[config.mk]
export PLATFORM = sky130hd
export DESIGN_NAME = pixel_fb_writer
export DESIGN_NICKNAME = d
export VERILOG_FILES = /design/src/rtl/pixel_pkg.sv /design/src/rtl/raster_addr_gen.sv /design/src/rtl/pixel_fb_writer.sv
export SDC_FILE = /design/constraint.sdc
export NUM_CORES = 1
export LEC_CHECK = 0
export CORE_MARGIN = 1
export CORE_UTILIZATION = 44
export DETAILED_ROUTE_END_ITERATION = 10
export SLEW_MARGIN = 20
export SYNTH_ARGS = -nofsm -noshare
export SYNTH_HDL_FRONTEND = slang
export SYNTH_SLANG_ARGS = --single-unit
[constraint.sdc]
create_clock -name clk -period 3.8 [get_ports clk]
set_input_delay 1.14 -clock clk [delete_from_list [all_inputs] [get_ports clk]]
set_output_delay 1.14 -clock clk [all_outputs]
set_load 0.05 [all_outputs]
[src/rtl/pixel_pkg.sv]
// Shared definitions for the pixel datapath, framebuffer writer and VGA blocks.
package pixel_pkg;

  localparam logic [1:0] OP_DECIM = 2'b00;
  localparam logic [1:0] OP_MEDIA = 2'b01;
  localparam logic [1:0] OP_REP   = 2'b10;
  localparam logic [1:0] OP_VIZ   = 2'b11;

  localparam int unsigned DEF_FB_W  = 640;
  localparam int unsigned DEF_FB_H  = 480;
  localparam int unsigned DEF_SRC_W = 320;
  localparam int unsigned DEF_SRC_H = 240;

  typedef enum logic [1:0] {
    IDLE  = 2'd0,
    CLEAR = 2'd1,
    RECV  = 2'd2,
    DONE  = 2'd3
  } state_t;

  // Upscaling modes produce a 2x image; the others produce a 1/2 image.
  function automatic logic is_upscale(input logic [1:0] op);
    return (op == OP_REP) || (op == OP_VIZ);
  endfunction

endpackage

[src/rtl/raster_addr_gen.sv]
// Raster x/y counters with an accumulated row base; yields the write address
// of the current pixel and flags the last pixel of the frame.
module raster_addr_gen
  import pixel_pkg::*;
#(
  parameter int unsigned FB_W = DEF_FB_W,
  parameter int unsigned FB_H = DEF_FB_H,
  parameter int unsigned AW   = 19,
  parameter int unsigned XW   = $clog2(FB_W + 1),
  parameter int unsigned YW   = $clog2(FB_H + 1)
) (
  input  logic          clk,
  input  logic          rst,
  input  logic          load,
  input  logic          step,
  input  logic [XW-1:0] out_w,
  input  logic [YW-1:0] out_h,
  input  logic [XW-1:0] ox,
  input  logic [YW-1:0] oy,
  output logic [AW-1:0] addr_c,
  output logic          last_c
);

  logic [XW-1:0] x;
  logic [YW-1:0] y;
  logic [AW-1:0] row_base;

  assign addr_c = row_base + AW'(x);
  assign last_c = (x == out_w - XW'(1)) && (y == out_h - YW'(1));

  // Counter update; FB_W is an elaboration constant, so the load-time
  // product reduces to shifts and adds, and per-pixel addressing only adds.
  always_ff @(posedge clk or posedge rst) begin
    if (rst) begin
      x        <= '0;
      y        <= '0;
      row_base <= '0;
    end else if (load) begin
      x        <= '0;
      y        <= '0;
      row_base <= AW'(oy) * AW'(FB_W) + AW'(ox);
    end else if (step) begin
      if (x == out_w - XW'(1)) begin
        x        <= '0;
        y        <= y + YW'(1);
        row_base <= row_base + AW'(FB_W);
      end else begin
        x <= x + XW'(1);
      end
    end
  end

endmodule

[src/rtl/pixel_fb_writer.sv]
// Turns the processed pixel stream into centred framebuffer writes, with an
// optional clear pass, frame-done pulse and sticky protocol error flags.
module pixel_fb_writer
  import pixel_pkg::*;
#(
  parameter int unsigned FB_W  = DEF_FB_W,
  parameter int unsigned FB_H  = DEF_FB_H,
  parameter int unsigned SRC_W = DEF_SRC_W,
  parameter int unsigned SRC_H = DEF_SRC_H,
  parameter int unsigned AW    = 19
) (
  input  logic          clk,
  input  logic          rst,
  input  logic          start,
  input  logic [1:0]    opcode,
  input  logic          clear_en,
  input  logic [7:0]    pixel_in,
  input  logic          pixel_valid,
  output logic          fb_we,
  output logic [AW-1:0] fb_addr,
  output logic [7:0]    fb_data,
  output logic          busy,
  output logic          frame_done,
  output logic          err_drop,
  output logic          err_count
);

  localparam int unsigned XW        = $clog2(FB_W + 1);
  localparam int unsigned YW        = $clog2(FB_H + 1);
  localparam int unsigned DN_W      = SRC_W / 2;
  localparam int unsigned DN_H      = SRC_H / 2;
  localparam int unsigned UP_W      = SRC_W * 2;
  localparam int unsigned UP_H      = SRC_H * 2;
  localparam int unsigned DN_OX     = (FB_W - DN_W) / 2;
  localparam int unsigned DN_OY     = (FB_H - DN_H) / 2;
  localparam int unsigned UP_OX     = (FB_W - UP_W) / 2;
  localparam int unsigned UP_OY     = (FB_H - UP_H) / 2;
  localparam int unsigned LAST_ADDR = FB_W * FB_H - 1;

  state_t        state;
  logic          up_q;
  logic          rx_any;
  logic [AW-1:0] clr_addr;

  logic          sel_up_c;
  logic [XW-1:0] out_w_c;
  logic [YW-1:0] out_h_c;
  logic [XW-1:0] ox_c;
  logic [YW-1:0] oy_c;
  logic          step_c;
  logic [AW-1:0] addr_c;
  logic          last_c;

  // The raster is loaded on start, so geometry follows the incoming opcode then.
  assign sel_up_c = start ? is_upscale(opcode) : up_q;
  assign out_w_c  = sel_up_c ? XW'(UP_W)  : XW'(DN_W);
  assign out_h_c  = sel_up_c ? YW'(UP_H)  : YW'(DN_H);
  assign ox_c     = sel_up_c ? XW'(UP_OX) : XW'(DN_OX);
  assign oy_c     = sel_up_c ? YW'(UP_OY) : YW'(DN_OY);
  assign step_c   = (state == RECV) && pixel_valid && !start;

  raster_addr_gen #(
    .FB_W (FB_W),
    .FB_H (FB_H),
    .AW   (AW),
    .XW   (XW),
    .YW   (YW)
  ) u_raster (
    .clk    (clk),
    .rst    (rst),
    .load   (start),
    .step   (step_c),
    .out_w  (out_w_c),
    .out_h  (out_h_c),
    .ox     (ox_c),
    .oy     (oy_c),
    .addr_c (addr_c),
    .last_c (last_c)
  );

  // Frame control FSM with registered write port and status outputs.
  always_ff @(posedge clk or posedge rst) begin
    if (rst) begin
      state      <= IDLE;
      up_q       <= 1'b0;
      rx_any     <= 1'b0;
      clr_addr   <= '0;
      fb_we      <= 1'b0;
      fb_addr    <= '0;
      fb_data    <= '0;
      busy       <= 1'b0;
      frame_done <= 1'b0;
      err_drop   <= 1'b0;
      err_count  <= 1'b0;
    end else begin
      fb_we      <= 1'b0;
      frame_done <= 1'b0;
      if (pixel_valid && (state != RECV)) err_drop <= 1'b1;
      if (start) begin
        if ((state == RECV) && rx_any) err_count <= 1'b1;
        up_q     <= is_upscale(opcode);
        rx_any   <= 1'b0;
        clr_addr <= '0;
        busy     <= 1'b1;
        state    <= clear_en ? CLEAR : RECV;
      end else begin
        case (state)
          IDLE: state <= IDLE;
          CLEAR: begin
            fb_we   <= 1'b1;
            fb_addr <= clr_addr;
            fb_data <= '0;
            if (clr_addr == AW'(LAST_ADDR)) state <= RECV;
            else clr_addr <= clr_addr + AW'(1);
          end
          RECV: begin
            if (pixel_valid) begin
              fb_we   <= 1'b1;
              fb_addr <= addr_c;
              fb_data <= pixel_in;
              rx_any  <= 1'b1;
              if (last_c) begin
                frame_done <= 1'b1;
                state      <= DONE;
              end
            end
          end
          DONE: begin
            busy  <= 1'b0;
            state <= IDLE;
          end
          default: state <= IDLE;
        endcase
      end
    end
  end

endmodule

==> out/qor.yml <==
clock_tree:
  ctsHtreeMaxLevel: 3
  cts_tree: "yes"
  worstSkewPairLatency_ns: 0.36
  cts_buffers: 9
  clk_pin_slew_worst_paths_ns: 0.08
  clk_path_buf_depth: 2
  cts_resized: 0
  cts_setup_buffers: 0
  cts-root-buf: "clkbuf_8"
  clock-sinks: 87
  ctsHoldBuffers: 0
synthesis:
  syn_nets: 518
  synth-compound-area-share_pct: 10.57
  synth_top_area_share_pct: 47.15
  synth_cells: 489
  yosysWarnings: 0
  synth-simple-area-share_pct: 22.30
  synth_top_family_by_area: "simple AND/OR/NAND/NOR gates"
  synthXorXnorAreaFrac_pct: 9.864
  synthAdderAreaFrac_pct: 3.794
  async_reset_ff_share_pct: 100.0
  synthDistinctLibCells: 53
  synth.largest_area_cell: "dfrtp_1"
  ys.flop_type: "dfrtp_1"
  synth.avg_cell_area_um2: 9.442
  synthTopCellsByArea: "dfrtp_1, xnor2_1, nor2_1, xor2_1, nand2_1"
  synth-seq-cells: 87
  netlist_area_um2: 4617
  synth_edf_count: 0
  synth_mux_area_share_pct: 3.442
  seq_area_frac_synth_pct: 47.15
timing:
  final.setup.tns_ns: 0
  fmax_ghz: 0.3396
  layout_setup_ws_ns: 0.8551
  period_share_pct: 77.50
  hold_violations: 0
  finalMaxSlewViolations: 0
  finClkSkew_ns: 0.01122
  setup_viol: 0
  min_period_ns: 2.945
  maxSlewHeadroom_pct: 52.70
  rsz0062_at_grt: "no"
  whs_ns: 0.4673
  tightest_slew_ns: 0.7070
placement:
  hpwl_um: 7378
  place_ws_ns: 0.4790
  port_buffers: 45
  post-place-cells: 660
  finalWeightedCongestion: 0.8030
global_routing:
  overflow: 0
  grt_pass1_wl_um: 17520
  grt_start_max_net_pins: 48
  track_usage_pct: 20.33
  grt_pass1_vias: 3495
  grt_antenna_before_repair: 0
detailed_routing:
  ant_nets: 0
  viasPerCell: 5.339
  drcViolationCount: 0
  wl_um: 10360
  routedWlPerCell_um: 15.33
  drtIter0Drc: 88
  drt_first_pass_iters: 4
  vias: 3609
pwr:
  intPower_uw: 1651
  seq_power_share_pct: 41.6
  clock_power_share_pct: 24.4
  p_comb_share_pct: 34.0
  swShare_pct: 38.00
  p_sw_uw: 1012
  power.density_nw_per_um2: 490.1
  ir_drop_uv: 269.6
  p_leak_uw: 0.002341
floorplanning:
  die_h_um: 104.4
  die_w_um: 104.4
  start_util_pct: 45.13
  rows: 37
  io_pins: 47
  core_um2: 10230
  die_area_um2: 10910
final_layout:
  syn2layout_area_growth_pct: 17.67
  diodes: 0
  final_cells: 676
  num-fill-cells: 992
  fin_nets: 564
  final_core_util_pct: 53.10
  drive_gt1_share_pct: 7.222
setup_path:
  critical_path.startpoint_type: "primary input"
  cp_data_required_time_ns: 4.08
  path_max_fanout: 7
  critPathArrivalTime_ns: 3.23
  critPathKind: "primary input to flop"
  cp-end-kind: "flop"
run:
  maxCapViolations: 0
hold_path:
  hp-class: "flop to flop"
run_status:
  status: "completed"
[worst max-delay path, cell delays in order]
cell and delay, ns:
clkdlybuf4s50_1 0.45, mux2i_2 0.36, mux2i_4 0.42, nand4_1 0.18, a21oi_1 0.20, mux2_1 0.35
mux2i_1 0.12
[per-stage QoR]
| stage | instance area [µm²] | total power, µW |
|---|---|---|
| 2_1_floorplan | 4617 | 1722 |
| 3_3_place_gp | 5241 | 2028 |
| 3_5_place_dp | 5241 | 2040 |
| 4_1_cts | 5433 | 2695 |
| 5_1_grt | 5433 | 2803 |
| 6_report | 5433 | 2662 |
[layout by cell type, fill, tap and decap left out, drive strengths merged, types with 2 or more instances in the layout]
master / instances
clkbuf: 13
a31oi: 2
inv: 11
and2: 2
a21oi: 29
nand4b: 2
o21ai: 27
nand2b: 3
a21boi: 2
mux2: 2
o21a: 5
dfrtp: 87
clkinv: 2
nor2: 61
mux2i: 12
clkdlybuf4s50: 44
ha: 14
and3: 15
xnor2: 27
or4b: 3
nand4: 13
or3: 7
xor2: 25
buf: 11
nor3: 15
nand2: 53
nor4: 2
nand3: 26
a21o: 5
and4: 2
a211oi: 2
[registers in the layout (all words and copies together), names as in the netlist, 2 cells and up]
register	cells
u_raster.x	10
fb_addr	19
u_raster.y	9
u_raster.row_base	13
clr_addr	19
fb_data	8
state	2
[cell families (layout without fill, tap and decap cells)]
family / Yosys count / after routing
adders and majority gates: 14 / 14
DFF: 87 / 87
and+or+nand+nor: 209 / 209
AOI/OAI and AO/OA: 80 / 80
muxes: 14 / 14
other: 1 / 1
xor gates and xnor gates: 52 / 52
buffers and inverters: 32 / 83
[layout make-up]
type / count / area (µm²) / area share, %
multi-input combinational: 370 / 2315 / 42.61
sequential: 87 / 2177 / 40.07
timing repair buffer: 55 / 533.0 / 9.811
tap: 136 / 170.2 / 3.132
clock buffer: 13 / 148.9 / 2.741
inverter: 12 / 46.29 / 0.8521
clock inverter: 3 / 42.54 / 0.7830
[per-layer routing]
layer	track usage [%]	wire, µm	vias to the layer above
met2	30.89	4711	70
met3	4.511	407	11
met5	0	0	-
met4	6.327	125	0
met1	28.83	5116	1741
li1	-	-	1787
[cell usage after synthesis, types with 2 or more instances]
cell and n:
dfrtp_1 87, nor2_1 61, nand2_1 53, a21oi_1 29
o21ai_0 27, xnor2_1 27, nand3_1 25, xor2_1 25
and3_1 15, nor3_1 15, ha_1 14, clkbuf_1 13
inv_1 12, nand4_1 12, mux2i_1 10, or3_1 7
a21o_1 5, o21a_1 5, buf_2 4, nand2b_1 3
a211oi_1 2, a21boi_0 2, and2_1 2, and4_1 2
buf_1 2, nand4b_1 2, or4b_1 2
[path summary, 6_finish.rpt]
| kind | start | endpoint | slack (ns) | depth (start not counted) |
|---|---|---|---|---|
| min in group asynchronous | rst | clr_addr[17] | 1.17 | 2 |
| hold / removal | fb_data[0] | fb_data[0] | 0.47 | 2 |
| setup reg to reg | state[0] | fb_addr[16] | 1.26 | 6 |
| max in group asynchronous | rst | fb_addr[5] | 1.97 | 3 |
| setup / recovery | opcode[1] | state[1] | 0.86 | 7 |
| hold reg to reg | fb_data[0] | fb_data[0] | 0.47 | 2 |
[power by group through the flow]
stage | registers, µW | logic, µW | clock network [µW]
after floorplan | 1460 | 261 | 0
after global placement | 1120 | 904 | 0
after detailed placement | 1130 | 910 | 0
after CTS | 1110 | 913 | 671
after global routing | 1120 | 969 | 710
final | 1110 | 904 | 650
No activity file was read; power rests on OpenSTA's default activity.
